$ cat config.mk
export PLATFORM = sky130hd
export DESIGN_NAME = meter_controller
export DESIGN_NICKNAME = d
export VERILOG_FILES = /design/src/rtl/meter_pkg.sv /design/src/rtl/bin2bcd_seq.sv /design/src/rtl/meter_controller.sv
export SDC_FILE = /design/constraint.sdc
export NUM_CORES = 1
export LEC_CHECK = 0
export ABC_AREA = 1
export BUFFER_PORTS_ARGS = -buffer_cell sky130_fd_sc_hd__buf_2
export CAP_MARGIN = 20
export CORE_MARGIN = 5
export CORE_UTILIZATION = 55
export DETAILED_ROUTE_END_ITERATION = 6
export PLACE_DENSITY = 0.78
export SETUP_SLACK_MARGIN = 0.15
export SLEW_MARGIN = 20
export SYNTH_ARGS = -nofsm -noshare
export SYNTH_HDL_FRONTEND = slang
export SYNTH_HIERARCHICAL = 1
export SYNTH_SLANG_ARGS = --single-unit
$ cat constraint.sdc
create_clock -name clk -period 4.5 [get_ports clk]
set_clock_uncertainty 0.1 [all_clocks]
set_input_delay 0.45 -clock clk [delete_from_list [all_inputs] [get_ports clk]]
set_output_delay 0.45 -clock clk [all_outputs]
set_load 0.02 [all_outputs]
$ cat src/rtl/meter_pkg.sv
// Shared definitions for the parking-meter controller.
// Holds the meter state encoding, the time-value width, the add amounts
// selected by step_option and the two preset values selected by hold_option.
package meter_pkg;

  localparam int TIME_W = 14;

  typedef enum logic [1:0] {
    EXPIRED = 2'd0,
    LOW     = 2'd1,
    RUN     = 2'd2
  } state_t;

  // Add amounts carry one extra bit so sums can exceed the ceiling before
  // saturation is applied.
  localparam logic [TIME_W:0] ADD_STEP0 = 15'd10;
  localparam logic [TIME_W:0] ADD_STEP1 = 15'd180;
  localparam logic [TIME_W:0] ADD_STEP2 = 15'd200;
  localparam logic [TIME_W:0] ADD_STEP3 = 15'd550;

  localparam logic [TIME_W-1:0] PRESET_SHORT = 14'd15;
  localparam logic [TIME_W-1:0] PRESET_LONG  = 14'd150;

  // Total seconds requested by the set step_option bits in one cycle.
  function automatic logic [TIME_W:0] step_sum(input logic [3:0] step);
    logic [TIME_W:0] acc;
    acc = '0;
    if (step[0]) acc = acc + ADD_STEP0;
    if (step[1]) acc = acc + ADD_STEP1;
    if (step[2]) acc = acc + ADD_STEP2;
    if (step[3]) acc = acc + ADD_STEP3;
    return acc;
  endfunction

endpackage

$ cat src/rtl/bin2bcd_seq.sv
// Sequential binary-to-BCD converter (shift-add-3, one bit per cycle).
// Ports:
//   clk, reset : clock and synchronous active-high reset
//   start      : request; accepted when idle, bin is captured on that edge
//   bin        : 14-bit binary value to convert
//   busy       : high from the capture edge until the result is published
//   done       : one-cycle pulse alongside the bcd update
//   bcd        : four BCD digits, changes only when done rises
module bin2bcd_seq
  import meter_pkg::*;
(
  input  logic              clk,
  input  logic              reset,
  input  logic              start,
  input  logic [TIME_W-1:0] bin,
  output logic              busy,
  output logic              done,
  output logic [15:0]       bcd
);

  localparam logic [3:0] LAST_ITER = 4'(TIME_W);

  logic [TIME_W-1:0] bin_sh;
  logic [15:0]       bcd_sh;
  logic [15:0]       bcd_adj;
  logic [3:0]        iter;

  // Any digit of 5 or more gets +3 so the following shift carries correctly.
  function automatic logic [15:0] add3(input logic [15:0] v);
    logic [15:0] r;
    r = v;
    for (int i = 0; i < 4; i++) begin
      if (r[i*4 +: 4] >= 4'd5) r[i*4 +: 4] = r[i*4 +: 4] + 4'd3;
    end
    return r;
  endfunction

  always_comb begin
    bcd_adj = add3(bcd_sh);
  end

  // Control: capture, iterate TIME_W times, then publish and pulse done.
  always_ff @(posedge clk) begin
    if (reset) begin
      busy <= 1'b0;
      done <= 1'b0;
      iter <= '0;
      bcd  <= 16'h0000;
    end else begin
      done <= 1'b0;
      if (!busy) begin
        if (start) begin
          busy <= 1'b1;
          iter <= '0;
        end
      end else if (iter == LAST_ITER) begin
        busy <= 1'b0;
        done <= 1'b1;
        bcd  <= bcd_sh;
      end else begin
        iter <= iter + 4'd1;
      end
    end
  end

  // Datapath shift register.
  always_ff @(posedge clk) begin
    if (!busy && start) begin
      bin_sh <= bin;
      bcd_sh <= '0;
    end else if (busy && iter != LAST_ITER) begin
      {bcd_sh, bin_sh} <= {bcd_adj[14:0], bin_sh, 1'b0};
    end
  end

endmodule

$ cat src/rtl/meter_controller.sv
// Parking-meter countdown controller.
// Ports:
//   clk, reset  : clock and synchronous active-high reset
//   step_option : one-cycle add pulses (+10, +180, +200, +550 s)
//   hold_option : [0] preset 15 s, [1] preset 150 s, [2] pause countdown
//   bcd_value   : remaining time as four BCD digits
//   flash_slow  : blink request while expired (half-second duty)
//   flash_fast  : blink request on even seconds in the low-time warning
//   time_bin    : remaining time in binary seconds
//   conv_busy   : high while the BCD conversion is running
module meter_controller
  import meter_pkg::*;
#(
  parameter int TICK_DIV   = 100000000,
  parameter int LOW_THRESH = 200,
  parameter int MAX_TIME   = 9999
) (
  input  logic              clk,
  input  logic              reset,
  input  logic [3:0]        step_option,
  input  logic [2:0]        hold_option,
  output logic [15:0]       bcd_value,
  output logic              flash_slow,
  output logic              flash_fast,
  output logic [TIME_W-1:0] time_bin,
  output logic              conv_busy
);

  localparam int PW = (TICK_DIV > 1) ? $clog2(TICK_DIV) : 1;
  localparam logic [PW-1:0]     PRE_LAST = PW'(TICK_DIV - 1);
  localparam logic [PW-1:0]     PRE_HALF = PW'(TICK_DIV / 2);
  localparam logic [PW-1:0]     PRE_ONE  = PW'(1);
  localparam logic [TIME_W:0]   MAX_W    = (TIME_W + 1)'(MAX_TIME);
  localparam logic [TIME_W-1:0] LOW_W    = TIME_W'(LOW_THRESH);
  localparam logic [TIME_W-1:0] T_ONE    = TIME_W'(1);

  logic [PW-1:0]     pres;
  logic [PW-1:0]     pres_next;
  logic [TIME_W:0]   sum;
  logic [TIME_W-1:0] sat;
  logic [TIME_W-1:0] time_next;
  logic              preset;
  logic              tick;
  logic              time_change;
  logic              accept;
  state_t            state;
  state_t            state_next;
  logic              conv_start;
  logic              pending;
  logic              conv_done;

  // Next-time computation: preset beats add, add beats tick. With no add
  // bits set the saturated sum is simply the current time.
  always_comb begin
    preset    = hold_option[0] | hold_option[1];
    tick      = !hold_option[2] && (pres == PRE_LAST);
    sum       = {1'b0, time_bin} + step_sum(step_option);
    sat       = (sum > MAX_W) ? MAX_W[TIME_W-1:0] : sum[TIME_W-1:0];
    time_next = sat;
    pres_next = pres;
    if (preset) begin
      time_next = hold_option[0] ? PRESET_SHORT : PRESET_LONG;
      pres_next = '0;
    end else begin
      if (tick && sat != '0) time_next = sat - T_ONE;
      if (!hold_option[2]) pres_next = tick ? '0 : pres + PRE_ONE;
    end
    time_change = (time_next != time_bin);
    accept      = conv_start && !conv_busy;
  end

  // State follows the value time_bin is about to take; flashes derive from
  // the registered state so they line up with the registered time.
  always_comb begin
    state_next = RUN;
    if (time_next == '0)       state_next = EXPIRED;
    else if (time_next < LOW_W) state_next = LOW;
    flash_slow = 1'b0;
    flash_fast = 1'b0;
    case (state)
      EXPIRED: flash_slow = (pres >= PRE_HALF);
      LOW:     flash_fast = ~time_bin[0];
      default: ;
    endcase
  end

  // Registered time, prescaler, state and conversion handshake. A change
  // that lands while a conversion is running (or on the edge it captures)
  // is remembered in pending and re-requested once done arrives.
  always_ff @(posedge clk) begin
    if (reset) begin
      time_bin   <= '0;
      pres       <= '0;
      state      <= EXPIRED;
      conv_start <= 1'b0;
      pending    <= 1'b0;
    end else begin
      time_bin <= time_next;
      pres     <= pres_next;
      state    <= state_next;
      if (time_change && (conv_busy || accept)) pending <= 1'b1;
      if (time_change && !conv_busy && !accept) conv_start <= 1'b1;
      else if (conv_busy)                       conv_start <= 1'b0;
      if (conv_done && pending) begin
        conv_start <= 1'b1;
        pending    <= 1'b0;
      end
    end
  end

  bin2bcd_seq u_conv (
    .clk   (clk),
    .reset (reset),
    .start (conv_start),
    .bin   (time_bin),
    .busy  (conv_busy),
    .done  (conv_done),
    .bcd   (bcd_value)
  );

endmodule

==> summary.md <==
| Metric | Value |
|---|---|
| GRT Total Usage | `24.2%` |
| Slowest-stage cell, CP | `ha_1` |
| Final setup violation count | `0` |
| Critical path capture point type | `flop` |
| TNS Setup | `0 ns` |
| Die ar. | `0.0142 mm^2` |
| CP Launch Type | `primary input` |
| # rows | `40` |
| Worst-path clk slew | `0.07 ns` |
| Worst path most repeated cell | `nand2_1` |
| Final Power | `2.46 mW` |
| Tcrit/Tclk final | `97.0%` |
| WP data arrival | `4.49 ns` |
| Vias in the first global route | `6231` |
| Most common library cells after synthesis | `nand2_1, inv_1, nor2_1, nand3_1, dfxtp_1` |
| # DRC | `0` |
| Post-route design area | `0.00804 mm^2` |
| Final hold slack | `0.309 ns` |
| TritonCTS clock tree | `done` |
| Layout net count | `1156` |
| Peak supply drop | `249 uV` |
| FF+latch count, synth | `97` |
| First-pass DRT Iterations | `5` |
| Top cell type's share of synthesized area | `25.3%` |
| Ranking of synthesized cells by area | `dfxtp_1, nand2_1, inv_1` |
| Post-Syn Instances | `1017` |
| DR vias | `6799` |
| EDFF count, synth | `14` |
| Post-synth top flop | `dfxtp_1` |
| Ys async rst share | `0%` |
| Die height | `119 um` |
| DP Cell Count | `1249` |
| Max stage delay on crit path | `0.38 ns` |
| Count of final max-slew check failures | `0` |
| Post-synthesis simple-gate area fraction | `42.0%` |
| Setup CP Type | `in2reg` |
| Proportion of synthesized area in mux cells | `0%` |
| CTS Hold Buffers Added | `0` |
| Clk_lat worst skew | `0.35 ns` |
| Seq/Total Area, Yosys | `31.7%` |
| Max cap viols | `0` |
| Area grow syn2layout | `22.3%` |
| Combinational family with the most area after synthesis | `simple AND/OR/NAND/NOR gates` |
| Routed wire length | `17.4 mm` |
| Placed cell areas | `0.00741 mm^2` |
| DR WL/cell | `13.7 um` |
| Avg Inst Size Synth | `6.47 um^2` |
| Vias/cell | `5.35` |
| Synthesized Nets | `1054` |
| Core area | `0.0119 mm^2` |
| Clock Tree Buf Depth | `2` |
| Final instance count without filler cells | `1271` |
| Largest net degree at the start of global routing | `23` |
| Unique masters post-synth | `50` |
| Port bufs | `41` |
| PD cells | `306 mW/mm^2` |
| RSZ-0062 raised after global routing | `true` |
| Filler instances | `1024` |
| Worst min path class | `in2reg` |
| YS warnings | `6` |
| Starting DRT DRC Count | `601` |
| Status | `finished clean` |
| Adder-Cell Fraction of Synth Area | `5.44%` |
| Final Wtd Congestion | `0.953` |
| Fmax | `229 MHz` |
| Sink Count | `97` |
| Post-Synth XOR/XNOR Area | `1.33%` |
| Worst EP required | `4.63 ns` |
| Synth Area in Compound Gates | `8.07%` |
| Min Tclk post-route | `4.37 ns` |
| Synth Cell Area | `0.00658 mm^2` |
| DPL Wire Length | `12.8 mm` |
| Die Span X | `119 um` |
| Most common cell in the netlist | `nand2_1` |
| Lkg Pwr | `3.89 nW` |
| Layout cell share with drive strength beyond 1 | `22.3%` |
| First-pass GRT wire length | `28.7 mm` |
| Fin. Hold Viols | `0` |
| Num CTS Buffers | `9` |
| Top Ports | `42` |
| Worst Tran Pin Value | `0.794 ns` |
| Initial Util | `55.4%` |
| Rel. slew slack | `46.6%` |
| Clock root buffer | `clkbuf_16` |
| Antenna cell count | `0` |
| Initial antenna violation count | `0` |
| Crit Path Max Fanout | `6` |
| Htree depth | `3` |
| Global route overflow | `0` |
| Post-synth top area cell | `dfxtp_1` |
| Remaining antenna violation count after routing | `0` |
final cells by class:
cell class / count / area [um^2] / share of cell area, %
clock buffers: 10 / 250 / 3.11
clock inverters: 6 / 53.8 / 0.669
inverters: 161 / 632 / 7.86
multi-input cells: 739 / 4070 / 50.6
flip-flops and latches: 97 / 2080 / 25.9
well taps: 147 / 184 / 2.29
repair buffers: 111 / 774 / 9.63
cell families after synthesis:
logic type	after synthesis
AOI/OAI and AO/OA	93
xor gates and xnor gates	10
adders and majority gates	28
buffers and inverters	182
DFF	97
and+or+nand+nor	607
repair_timing:
item	in CTS	in global routing
pin swaps	6	40
cloned	1	0
setup buffers	0	5
gates resized for setup	14	59
endpoints found under the setup margin	4	5
worst max-delay path, delay by kind of cell:
family          cells  cell delay (ns)
compound gates      2             0.16
xor+xnor            1             0.14
fa+ha+maj           3             0.74
buf+inv             6             0.67
simple gates       27             2.34
per-stage QoR:
stage	util [%]	setup WS (ns)
floorplan	-	0.111
global placement	62.5	-0.246
detailed placement	62.5	-0.387
CTS	65.6	0.154
global route	67.8	-0.144
finish	67.8	0.133
per-layer routing:
metal  up-vias  share of wire [%]  GRT usage, %
li1       3462                  -             -
met1      3096                 46          33.3
met2       208                 46          39.1
met3        33                6.2          5.27
met4         0                2.0          5.51
met5         -                  0             0
state kept, by name (all words and copies together), names as in the netlist:
name,cells
pres,27
u_conv/bcd,16
u_conv/bcd_sh,16
time_bin,14
u_conv/bin_sh,14
u_conv/iter,4
state,2
conv_start,1
pending,1
u_conv/busy,1
u_conv/done,1
final timing paths:
kind | start | to | slack [ns] | depth (start not counted)
hold / removal | hold_option[2] | pres[0] | 0.31 | 2
setup reg to reg | time_bin[1] | conv_start | 0.43 | 34
hold reg to reg | pending | pending | 0.36 | 2
setup / recovery | step_option[0] | conv_start | 0.13 | 39
cell usage in the layout (no fill, tap or decap), types with 5 or more instances in the layout:
master,instances
clkbuf_16,10
inv_2,17
nand2_2,28
nand3_1,67
nand3_2,26
dfxtp_1,83
nor3_1,21
nor2_2,7
ha_4,5
buf_6,5
nor4_1,8
xnor2_1,5
a21oi_1,30
nand4_1,31
o21ai_0,35
buf_2,39
nand3b_1,7
nor2_1,127
nand2_1,256
inv_1,139
nor2_4,9
ha_1,22
nand2_4,5
buf_4,65
edfxtp_1,14
power by group:
part | total, mW | internal [mW] | switching, mW | leakage (nW)
clock network | 0.767 | 0.420 | 0.347 | 0.152
registers | 0.975 | 0.931 | 0.0438 | 0.813
logic | 0.718 | 0.284 | 0.434 | 2.92
total | 2.46 | 1.64 | 0.825 | 3.89
Power figures use the tool's default switching activity.
